File: config.mk
export PLATFORM = sky130hd
export DESIGN_NAME = apb_command_master_flat
export DESIGN_NICKNAME = d
export VERILOG_FILES = /design/src/rtl/apb_master_pkg.sv /design/src/rtl/apb_bus.sv /design/src/rtl/apb_command_master_wait_timer.sv /design/src/rtl/apb_command_master.sv /design/src/flat_wrapper.sv
export SDC_FILE = /design/constraint.sdc
export NUM_CORES = 1
export LEC_CHECK = 0
export BUFFER_PORTS_ARGS = -buffer_cell sky130_fd_sc_hd__buf_4
export CAP_MARGIN = 40
export CORE_ASPECT_RATIO = 0.75
export CORE_UTILIZATION = 40
export CTS_BUF_LIST = sky130_fd_sc_hd__clkbuf_16
export CTS_CLUSTER_DIAMETER = 30
export DETAILED_ROUTE_END_ITERATION = 8
export GPL_TIMING_DRIVEN = 0
export HOLD_SLACK_MARGIN = 0.02
export PLACE_DENSITY = 0.77
export RECOVER_POWER = 25
export SKIP_LAST_GASP = 1
export SLEW_MARGIN = 20
export SYNTH_ARGS = -nofsm -noshare
export SYNTH_HDL_FRONTEND = slang
export SYNTH_SLANG_ARGS = --single-unit
File: constraint.sdc
create_clock -name PCLK -period 3.4 [get_ports PCLK]
set_input_delay 0.34 -clock PCLK [delete_from_list [all_inputs] [get_ports PCLK]]
set_output_delay 0.34 -clock PCLK [all_outputs]
set_load 0.05 [all_outputs]
File: src/rtl/apb_master_pkg.sv
// Shared types for the APB command master: FSM state encoding and the
// response record returned to the command stream.
package apb_master_pkg;

    localparam int unsigned RspDataWidth = 32;

    typedef enum logic [1:0] {
        IDLE,
        SETUP,
        ACCESS,
        RESP
    } apb_master_state_t;

    typedef struct packed {
        logic [RspDataWidth-1:0] rdata;
        logic                    error;
        logic                    timeout;
    } apb_rsp_t;

endpackage

File: src/rtl/apb_bus.sv
// APB bus bundle shared by the command master, the multiplexer and the
// register slaves.
interface ApbBus #(
    parameter int unsigned AddrWidth = 16,
    parameter int unsigned DataWidth = 32
);
    logic                 PCLK;
    logic                 PRESETn;
    logic [AddrWidth-1:0] PADDR;
    logic                 PSEL;
    logic                 PENABLE;
    logic                 PWRITE;
    logic [DataWidth-1:0] PWDATA;
    logic [DataWidth-1:0] PRDATA;
    logic                 PREADY;
    logic                 PSLVERROR;

    modport Master (
        output PCLK, PRESETn, PADDR, PSEL, PENABLE, PWRITE, PWDATA,
        input  PRDATA, PREADY, PSLVERROR
    );

    modport Slave (
        input  PCLK, PRESETn, PADDR, PSEL, PENABLE, PWRITE, PWDATA,
        output PRDATA, PREADY, PSLVERROR
    );

endinterface

File: src/rtl/apb_command_master_wait_timer.sv
// Saturating count of consecutive stalled ACCESS cycles; expired_o flags the
// stalled cycle that reaches the limit. A limit of 0 disables expiry.
module apb_wait_timer #(
    parameter int unsigned TimeoutCycles = 255
) (
    input  logic clk_i,
    input  logic rst_i,
    input  logic clear_i,
    input  logic enable_i,
    output logic expired_o
);

    localparam int unsigned CntWidth = (TimeoutCycles == 0) ? 1 : $clog2(TimeoutCycles + 1);
    localparam logic [CntWidth-1:0] LastCount =
        (TimeoutCycles == 0) ? '0 : CntWidth'(TimeoutCycles - 1);
    localparam logic [CntWidth-1:0] MaxCount =
        (TimeoutCycles == 0) ? '1 : CntWidth'(TimeoutCycles);

    logic [CntWidth-1:0] count_q;
    logic [CntWidth-1:0] count_d;

    always_comb begin
        count_d = count_q;
        if (clear_i) begin
            count_d = '0;
        end else if (enable_i && (count_q != MaxCount)) begin
            count_d = count_q + 1'b1;
        end
    end

    always_ff @(posedge clk_i or posedge rst_i) begin
        if (rst_i) begin
            count_q <= '0;
        end else begin
            count_q <= count_d;
        end
    end

    // Expiry is judged on the count before this stalled cycle is added.
    assign expired_o = (TimeoutCycles != 0) && enable_i && (count_q == LastCount);

endmodule

File: src/rtl/apb_command_master.sv
// APB initiator: one valid/ready command becomes one SETUP/ACCESS transfer,
// with PREADY wait states, a stall timeout and a valid/ready response.
module apb_command_master #(
    parameter int unsigned AddrWidth     = 16,
    parameter int unsigned DataWidth     = 32,
    parameter int unsigned TimeoutCycles = 255
) (
    input  logic                 PCLK,
    input  logic                 PRESET,
    input  logic                 cmd_valid,
    output logic                 cmd_ready,
    input  logic                 cmd_write,
    input  logic [AddrWidth-1:0] cmd_addr,
    input  logic [DataWidth-1:0] cmd_wdata,
    output logic                 rsp_valid,
    input  logic                 rsp_ready,
    output logic [DataWidth-1:0] rsp_rdata,
    output logic                 rsp_error,
    output logic                 rsp_timeout,
    ApbBus.Master                bus
);
    import apb_master_pkg::*;

    apb_master_state_t    state_q,     state_d;
    logic [AddrWidth-1:0] paddr_q,     paddr_d;
    logic                 pwrite_q,    pwrite_d;
    logic [DataWidth-1:0] pwdata_q,    pwdata_d;
    logic                 psel_q,      psel_d;
    logic                 penable_q,   penable_d;
    logic                 rsp_valid_q, rsp_valid_d;
    apb_rsp_t             rsp_q,       rsp_d;

    logic timer_clear;
    logic timer_enable;
    logic timer_expired;

    assign timer_enable = (state_q == ACCESS) && !bus.PREADY;
    assign timer_clear  = (state_q == RESP) && rsp_ready;

    apb_wait_timer #(
        .TimeoutCycles(TimeoutCycles)
    ) u_wait_timer (
        .clk_i    (PCLK),
        .rst_i    (PRESET),
        .clear_i  (timer_clear),
        .enable_i (timer_enable),
        .expired_o(timer_expired)
    );

    always_comb begin
        state_d     = state_q;
        paddr_d     = paddr_q;
        pwrite_d    = pwrite_q;
        pwdata_d    = pwdata_q;
        psel_d      = 1'b0;
        penable_d   = 1'b0;
        rsp_valid_d = 1'b0;
        rsp_d       = rsp_q;
        unique case (state_q)
            IDLE: begin
                if (cmd_valid) begin
                    paddr_d  = cmd_addr;
                    pwrite_d = cmd_write;
                    pwdata_d = cmd_wdata;
                    psel_d   = 1'b1;
                    state_d  = SETUP;
                end
            end
            SETUP: begin
                psel_d    = 1'b1;
                penable_d = 1'b1;
                state_d   = ACCESS;
            end
            ACCESS: begin
                // A slave completing on the limit cycle takes priority over the timeout.
                if (bus.PREADY) begin
                    rsp_d.rdata   = pwrite_q ? '0 : RspDataWidth'(bus.PRDATA);
                    rsp_d.error   = bus.PSLVERROR;
                    rsp_d.timeout = 1'b0;
                    rsp_valid_d   = 1'b1;
                    state_d       = RESP;
                end else if (timer_expired) begin
                    rsp_d.rdata   = '0;
                    rsp_d.error   = 1'b1;
                    rsp_d.timeout = 1'b1;
                    rsp_valid_d   = 1'b1;
                    state_d       = RESP;
                end else begin
                    psel_d    = 1'b1;
                    penable_d = 1'b1;
                end
            end
            RESP: begin
                if (rsp_ready) begin
                    state_d = IDLE;
                end else begin
                    rsp_valid_d = 1'b1;
                end
            end
            default: state_d = IDLE;
        endcase
    end

    always_ff @(posedge PCLK or posedge PRESET) begin
        if (PRESET) begin
            state_q     <= IDLE;
            paddr_q     <= '0;
            pwrite_q    <= 1'b0;
            pwdata_q    <= '0;
            psel_q      <= 1'b0;
            penable_q   <= 1'b0;
            rsp_valid_q <= 1'b0;
            rsp_q       <= '0;
        end else begin
            state_q     <= state_d;
            paddr_q     <= paddr_d;
            pwrite_q    <= pwrite_d;
            pwdata_q    <= pwdata_d;
            psel_q      <= psel_d;
            penable_q   <= penable_d;
            rsp_valid_q <= rsp_valid_d;
            rsp_q       <= rsp_d;
        end
    end

    // Held low while reset is asserted even though the state already reads IDLE.
    assign cmd_ready   = (state_q == IDLE) && !PRESET;
    assign rsp_valid   = rsp_valid_q;
    assign rsp_rdata   = DataWidth'(rsp_q.rdata);
    assign rsp_error   = rsp_q.error;
    assign rsp_timeout = rsp_q.timeout;

    assign bus.PCLK    = PCLK;
    assign bus.PRESETn = ~PRESET;
    assign bus.PADDR   = paddr_q;
    assign bus.PSEL    = psel_q;
    assign bus.PENABLE = penable_q;
    assign bus.PWRITE  = pwrite_q;
    assign bus.PWDATA  = pwdata_q;

endmodule

File: src/flat_wrapper.sv
// flat-port wrapper written by rule: the top's interface ports become plain ports
module apb_command_master_flat import apb_master_pkg::*;
#(
    parameter int unsigned AddrWidth     = 16,
    parameter int unsigned DataWidth     = 32,
    parameter int unsigned TimeoutCycles = 255
)
  (PCLK, PRESET, cmd_valid, cmd_ready, cmd_write, cmd_addr, cmd_wdata, rsp_valid, rsp_ready, rsp_rdata, rsp_error, rsp_timeout, bus_PCLK, bus_PRESETn, bus_PADDR, bus_PSEL, bus_PENABLE, bus_PWRITE, bus_PWDATA, bus_PRDATA, bus_PREADY, bus_PSLVERROR);
  ApbBus #(.AddrWidth(AddrWidth), .DataWidth(DataWidth)) bus_i ();
  input  logic PCLK;
  input  logic PRESET;
  input  logic cmd_valid;
  output logic cmd_ready;
  input  logic cmd_write;
  input  logic [AddrWidth-1:0] cmd_addr;
  input  logic [DataWidth-1:0] cmd_wdata;
  output logic rsp_valid;
  input  logic rsp_ready;
  output logic [DataWidth-1:0] rsp_rdata;
  output logic rsp_error;
  output logic rsp_timeout;
  output wire logic [$bits(bus_i.PCLK)-1:0] bus_PCLK;
  output wire logic [$bits(bus_i.PRESETn)-1:0] bus_PRESETn;
  output wire logic [$bits(bus_i.PADDR)-1:0] bus_PADDR;
  output wire logic [$bits(bus_i.PSEL)-1:0] bus_PSEL;
  output wire logic [$bits(bus_i.PENABLE)-1:0] bus_PENABLE;
  output wire logic [$bits(bus_i.PWRITE)-1:0] bus_PWRITE;
  output wire logic [$bits(bus_i.PWDATA)-1:0] bus_PWDATA;
  input wire logic [$bits(bus_i.PRDATA)-1:0] bus_PRDATA;
  input wire logic [$bits(bus_i.PREADY)-1:0] bus_PREADY;
  input wire logic [$bits(bus_i.PSLVERROR)-1:0] bus_PSLVERROR;
  assign bus_PCLK = bus_i.PCLK;
  assign bus_PRESETn = bus_i.PRESETn;
  assign bus_PADDR = bus_i.PADDR;
  assign bus_PSEL = bus_i.PSEL;
  assign bus_PENABLE = bus_i.PENABLE;
  assign bus_PWRITE = bus_i.PWRITE;
  assign bus_PWDATA = bus_i.PWDATA;
  assign bus_i.PRDATA = bus_PRDATA;
  assign bus_i.PREADY = bus_PREADY;
  assign bus_i.PSLVERROR = bus_PSLVERROR;
  apb_command_master #(.AddrWidth(AddrWidth), .DataWidth(DataWidth), .TimeoutCycles(TimeoutCycles)) u_core (.PCLK(PCLK), .PRESET(PRESET), .cmd_valid(cmd_valid), .cmd_ready(cmd_ready), .cmd_write(cmd_write), .cmd_addr(cmd_addr), .cmd_wdata(cmd_wdata), .rsp_valid(rsp_valid), .rsp_ready(rsp_ready), .rsp_rdata(rsp_rdata), .rsp_error(rsp_error), .rsp_timeout(rsp_timeout), .bus(bus_i));
endmodule
==> results.yml, run 1 <==
cts:
  clk_pin_slew_ns: 0.06
  clk_latency_ns: 0.44
  cts_tree: "built"
  cts_setup_buffers: 0
hold_path:
  hold_path_class: "input pin to flip-flop"
logic_synthesis:
  yosysTopAreaCell: "dfrtp_1"
  netlist_area_um2: 3800
  ys_types: 35
  ys_seq_elements: 96
  synth_top_area_frac: 0.633
  postSynthAreaPerCell_um2: 14.4
  synth_nets: 357
  synth_cells: 263
  synth_area_leaders: "dfrtp_1 (63%), mux2_2 (15%), a22o_1 (7.4%), ha_1 (2.3%), a21oi_1 (1.3%)"
  yosys_warnings: 0
  ys_seq_area_frac: 0.633
global_routing:
  grt-ovfl-total: 0
  grt_pass1_wl_um: 14400
  grtUsageTotal: 0.197
  grt_pass1_vias: 2922
  antenna_found_initial: 0
  grt_max_degree: 51
finish:
  area_growth_pct: 50.0
  fin_nets: 548
  post-route-util: 0.625
  multi_input_area_um2: 1270
  layout_common_cells: "buf_4 (175), dfrtp_1 (96), mux2_2 (50)"
  fin_cells: 587
  drive_gt1_frac: 0.556
  regArea_um2: 2400
  fin_area_um2: 5700
  n_antenna_cell: 0
  final_common_cell: "buf_4"
  fillers: 717
routing:
  drt_iter0_drc: 97
  viasPerCell: 4.89
  vias: 2871
  drt-total-wl_um: 9300
  drtAntennaViolNets: 0
  dr.pass1.iters: 4
  drcViolationCount: 0
  wl_per_cell_um: 15.8
worst_setup_path:
  ff2ff_setup_slack_ns: 1.35
  cp-end-kind: "primary output"
  crit_path_start_kind: "clock port"
  cp_max_fo: 2
  arrival_ns: 2.24
  crit_required_ns: 3.06
  crit_type: "clock port to primary output"
run:
  max_cap_viol_count: 0
sta:
  rsz0062_at_grt: "false"
  hold_violations: 0
  maxSlewHeadroom: 0.184
  worst_slew_pin_slew_ns: 1.22
  setup_viol: 0
  setup_ws_ns: 0.817
  final.setup.tns_ns: 0
  slew_viol_final: 0
  fin_skew_ns: 0.00333
  hold_slack_ns: 0.116
place:
  dp_cells: 567
  place_hpwl_um: 6640
  placed_area_um2: 5300
  dp_slack_ns: 1.08
  finalWeightedCongestion: 0.761
  portBuffers: 175
floorplanning:
  coreArea_um2: 9120
  die_y_um: 86.4
  dieWidth_um: 115
  die_area_um2: 9890
  start_util: 0.416
  io_pins: 176
  fp-row-count: 30
power_and_ir_drop:
  power_density_nw_per_um2: 1230
  p_leak_nw: 2.86
  finalPower_mw: 7.00
  max-vdd-ir-drop_uv: 751
status:
  status: "completed"
[path summary, 6_finish.rpt]
path / from / endpoint / depth (start not counted)
min: bus_PRDATA[0] / u_core.rsp_rdata[0] / 2
max in group asynchronous: PRESET / u_core.bus.PWDATA[6] / 4
min reg2reg: u_core.rsp_rdata[0] / u_core.rsp_rdata[0] / 1
max: PCLK / bus_PCLK / 4
min in group asynchronous: PRESET / u_core.bus.PADDR[6] / 3
max reg2reg: u_core.state_q[0] / u_core.rsp_rdata[1] / 7
[worst max-delay path, stage by stage]
cell       delay, ns
clkbuf_16       0.12
clkbuf_16       0.13
buf_4           0.12
buf_4           0.18
[cells by family after synthesis]
family                   after synthesis  share of synthesized area
adder cells (fa/ha/maj)                7                     0.0231
AND/OR/NAND/NOR                       33                     0.0494
flip-flops                            96                      0.633
multiplexers                          51                      0.151
AO/OA/AOI/OAI                         51                      0.108
buffers and inverters                 24                     0.0336
XOR/XNOR                               1                    0.00231
[state kept, by name, indices dropped and copies added (netlist names)]
register                     count
u_core.bus.PADDR                16
u_core.bus.PENABLE               1
u_core.bus.PSEL                  1
u_core.bus.PWDATA               32
u_core.bus.PWRITE                1
u_core.rsp_error                 1
u_core.rsp_rdata                32
u_core.rsp_timeout               1
u_core.rsp_valid                 1
u_core.state_q                   2
u_core.u_wait_timer.count_q      8
[Yosys cell counts (all sizes together)]
cell type and number:
dfrtp 96, mux2 50, a22o 32, buf 13
a21oi 10, nor2 8, ha 7, inv 7
clkbuf 4, nand2 4, and3 3, nand3 3
nor3 3, a211oi 2, and2 2, and3b 2
nand2b 2, nand4 2, nor2b 2, o21ai 2
a311oi 1, a31oi 1, and4 1, and4b 1
mux2i 1, o2111a 1, o21a 1, o32a 1
xnor2 1
[per-layer routing]
metal | wire, um | global-route usage | up-vias | part of all wire
li1 | - | - | 1330 | -
met1 | 4040 | 0.237 | 1383 | 0.43
met2 | 4180 | 0.303 | 136 | 0.45
met3 | 860 | 0.0916 | 22 | 0.092
met4 | 218 | 0.0897 | 0 | 0.023
met5 | 0 | 0 | - | 0
[report_power, final]
part	leakage (nW)	internal, mW	total (mW)	switching [mW]
Combinational	1.46	1.24	3.66	2.42
Sequential	1.19	1.67	1.96	0.297
Clock	0.207	0.891	1.38	0.489
[area by class of cell]
class / count / share of cell area
Clock buffer: 13 / 0.0540
Timing Repair Buffer: 176 / 0.231
Tap cell: 128 / 0.0281
Sequential cell: 96 / 0.422
Clock inverter: 7 / 0.0193
Buffer: 17 / 0.0178
Inverter: 7 / 0.00549
Multi-Input combinational cell: 143 / 0.222
[timing repair]
item | CTS | global route
gates resized for setup | 0 | 0
hold endpoints to repair | 46 | 0
hold buffers | 1 | 0
Note: power is estimated with default switching activity, not from simulation.
==> inputs of run 2 (changes only) <==
--- a/config.mk
+++ b/config.mk
@@ -14,7 +14,7 @@
 export DETAILED_ROUTE_END_ITERATION = 8
 export GPL_TIMING_DRIVEN = 0
 export HOLD_SLACK_MARGIN = 0.02
-export PLACE_DENSITY = 0.77
+export PLACE_DENSITY = 0.8
 export RECOVER_POWER = 25
 export SKIP_LAST_GASP = 1
 export SLEW_MARGIN = 20
==> constraint.sdc (replaced) <==
create_clock -name PCLK -period 2.15 [get_ports PCLK]
set_input_delay 0.215 -clock PCLK [delete_from_list [all_inputs] [get_ports PCLK]]
set_output_delay 0.215 -clock PCLK [all_outputs]
set_load 0.05 [all_outputs]
==> run 2 against run 1 <==
  * Setup slack lost 0.63 ns
  * Global-route usage is 4.2 points higher
  * Combinational power is 64% higher
  * Non-clock buffer count grew 84
  * Routed wire length rose by 20%
  * Hold slack got worse by 0.083 ns
  * Register-to-register slack lost 1.2 ns
  * Clock skew rose by 0.0015 ns
  * Critical path type is now flip-flop to flip-flop
  * Largest power group unchanged
==> results.yml, run 2 (same netlist as run 1, synthesis figures left out) <==
worst_setup_path:
  cpLargestDelayFamily: "buffers and inverters"
  ff2ff_setup_slack_ns: 0.19
  cp-end-kind: "flip-flop"
  worst-path-buf-inv: 2
  max_stage_delay_ns: 0.47
  arrival_ns: 2.28
  crit_required_ns: 2.47
  crit_type: "flip-flop to flip-flop"
  crit_path_start_kind: "flip-flop"
  reg2reg_depth: 5
  r2r_start: "u_core.state_q[0]"
  r2r_end: "u_core.bus.PWDATA[14]"
  crit_chain: "inv_1 > ha_1 > nand2_1 > buf_1 > mux2_2"
  cp_max_fo: 10
  slowest_stage: "buf_1"
cts:
  clk_pin_slew_ns: 0.06
  clk_latency_ns: 0.45
  cts_tree: "built"
routing:
  drt-total-wl_um: 11200
  viasPerCell: 4.87
  dr.pass1.iters: 4
  drcViolationCount: 0
  vias: 3269
  wl_per_cell_um: 16.7
  drtAntennaViolNets: 0
  drt_iter0_drc: 114
sta:
  fmax_ghz: 0.509
  period_minus_slack_ns: 1.96
  slew_viol_final: 0
  fin_crit_sh: 0.913
  rsz0062_at_grt: "false"
  fin_skew_ns: 0.00478
  worst_slew_pin_slew_ns: 0.788
  setup_viol: 0
  hold_violations: 0
  maxSlewHeadroom: 0.475
finish:
  fin_nets: 632
  n_antenna_cell: 0
  final_common_cell: "buf_4"
  post-route-util: 0.718
  fin_cells: 671
  layout_common_cells: "buf_4 (175), dfrtp_1 (96), dlygate4sd3_1 (83)"
  area_growth_pct: 72.5
  drive_gt1_frac: 0.479
power_and_ir_drop:
  switchingPower_mw: 5.24
  p_leak_nw: 3.23
  pwr-share-seq: 0.277
  p_int_mw: 6.14
  switching_share: 0.461
  power_density_nw_per_um2: 1740
  p_comb_frac: 0.527
  power_frac_clock: 0.195
  max-vdd-ir-drop_uv: 1210
hold_path:
  hold_path_class: "input pin to flip-flop"
  hold_end: "u_core.rsp_error"
  hold_path_depth: 3
  worstHoldStart: "bus_PSLVERROR"
place:
  portBuffers: 175
  place_hpwl_um: 7110
  dp_cells: 568
  finalWeightedCongestion: 0.802
floorplanning:
  coreArea_um2: 9120
  fp-row-count: 30
  die_y_um: 86.4
  die_area_um2: 9890
  dieWidth_um: 115
  io_pins: 176
  start_util: 0.416
global_routing:
  grtUsageTotal: 0.239
  grt_pass1_vias: 3593
  antenna_found_initial: 0
  grt_max_degree: 36
  grt_pass1_wl_um: 17900
  grt-ovfl-total: 0
run:
  max_cap_viol_count: 0
status:
  status: "completed"
-- run 2: final cells by class --
type                    count  area, um2
plain buffers              17        104
clock buffers              13        308
clock inverters             7        119
fillers                   598       2570
inverters                   7       27.5
multi-input cells         143       1270
flip-flops and latches     96       2400
well taps                 128        160
repair buffers            260       2160
-- run 2: through the flow --
| stage | worst slack (ns) | hold WS (ns) | setup TNS [ns] | instance area (um2) | total power, mW |
|---|---|---|---|---|---|
| 2_1_floorplan | 0.372 | 0.301 | 0 | 3800 | 7.21 |
| 3_3_place_gp | -0.811 | 0.439 | -0.811 | 5280 | 8.92 |
| 3_5_place_dp | 0.107 | 0.386 | 0 | 5320 | 9.10 |
| 4_1_cts | 0.0928 | 0.0250 | 0 | 6590 | 11.4 |
| 5_1_grt | 0.0542 | 0.0648 | 0 | 6550 | 11.9 |
| 6_report | 0.186 | 0.0332 | 0 | 6550 | 11.4 |
-- run 2: worst max path at each step --
stage,from,endpoint,slack (ns),depth (start not counted)
2_1_floorplan,PRESET,bus_PRESETn,0.37,1
3_3_place_gp,PRESET,bus_PRESETn,-0.81,3
3_5_place_dp,u_core.state_q[0],u_core.rsp_rdata[2],0.11,7
4_1_cts,u_core.state_q[0],u_core.rsp_rdata[14],0.09,7
5_1_grt,u_core.state_q[0],u_core.bus.PWDATA[14],0.05,5
6_report,u_core.state_q[0],u_core.bus.PWDATA[14],0.19,5
-- run 2: what timing repair did --
item | 4_1_cts | 5_1_grt
resized for setup | 0 | 4
setup buffers | 0 | 0
hold endpoints to repair | 113 | 0
hold buffers | 84 | 0
setup endpoints to repair | 0 | 20
-- run 2: power groups by stage --
| stage | Clock, mW | Combinational (mW) | Sequential, mW |
|---|---|---|---|
| finish | 2.22 | 6.00 | 3.16 |
| global route | 2.35 | 6.25 | 3.26 |
| CTS | 2.27 | 5.97 | 3.12 |
| detailed placement | 0.126 | 5.83 | 3.14 |
| global placement | 0.126 | 5.72 | 3.07 |
| floorplan | 0.100 | 1.32 | 5.80 |
-- run 2: worst reg2reg max path: cells and delay by family (launching register included) --
family	cells	cell delay, ns
adders and majority gates	1	0.24
buffers and inverters	2	0.58
DFF	1	0.40
muxes	1	0.42
and+or+nand+nor	1	0.21
-- run 2: routing by layer --
metal | track usage | part of all wire | wire, um | vias to the layer above
met5 | 0 | 0 | 0 | -
met4 | 0.0968 | 0.019 | 208 | 0
met3 | 0.0713 | 0.074 | 834 | 22
met2 | 0.427 | 0.51 | 5740 | 150
met1 | 0.269 | 0.39 | 4420 | 1596
li1 | - | - | - | 1501
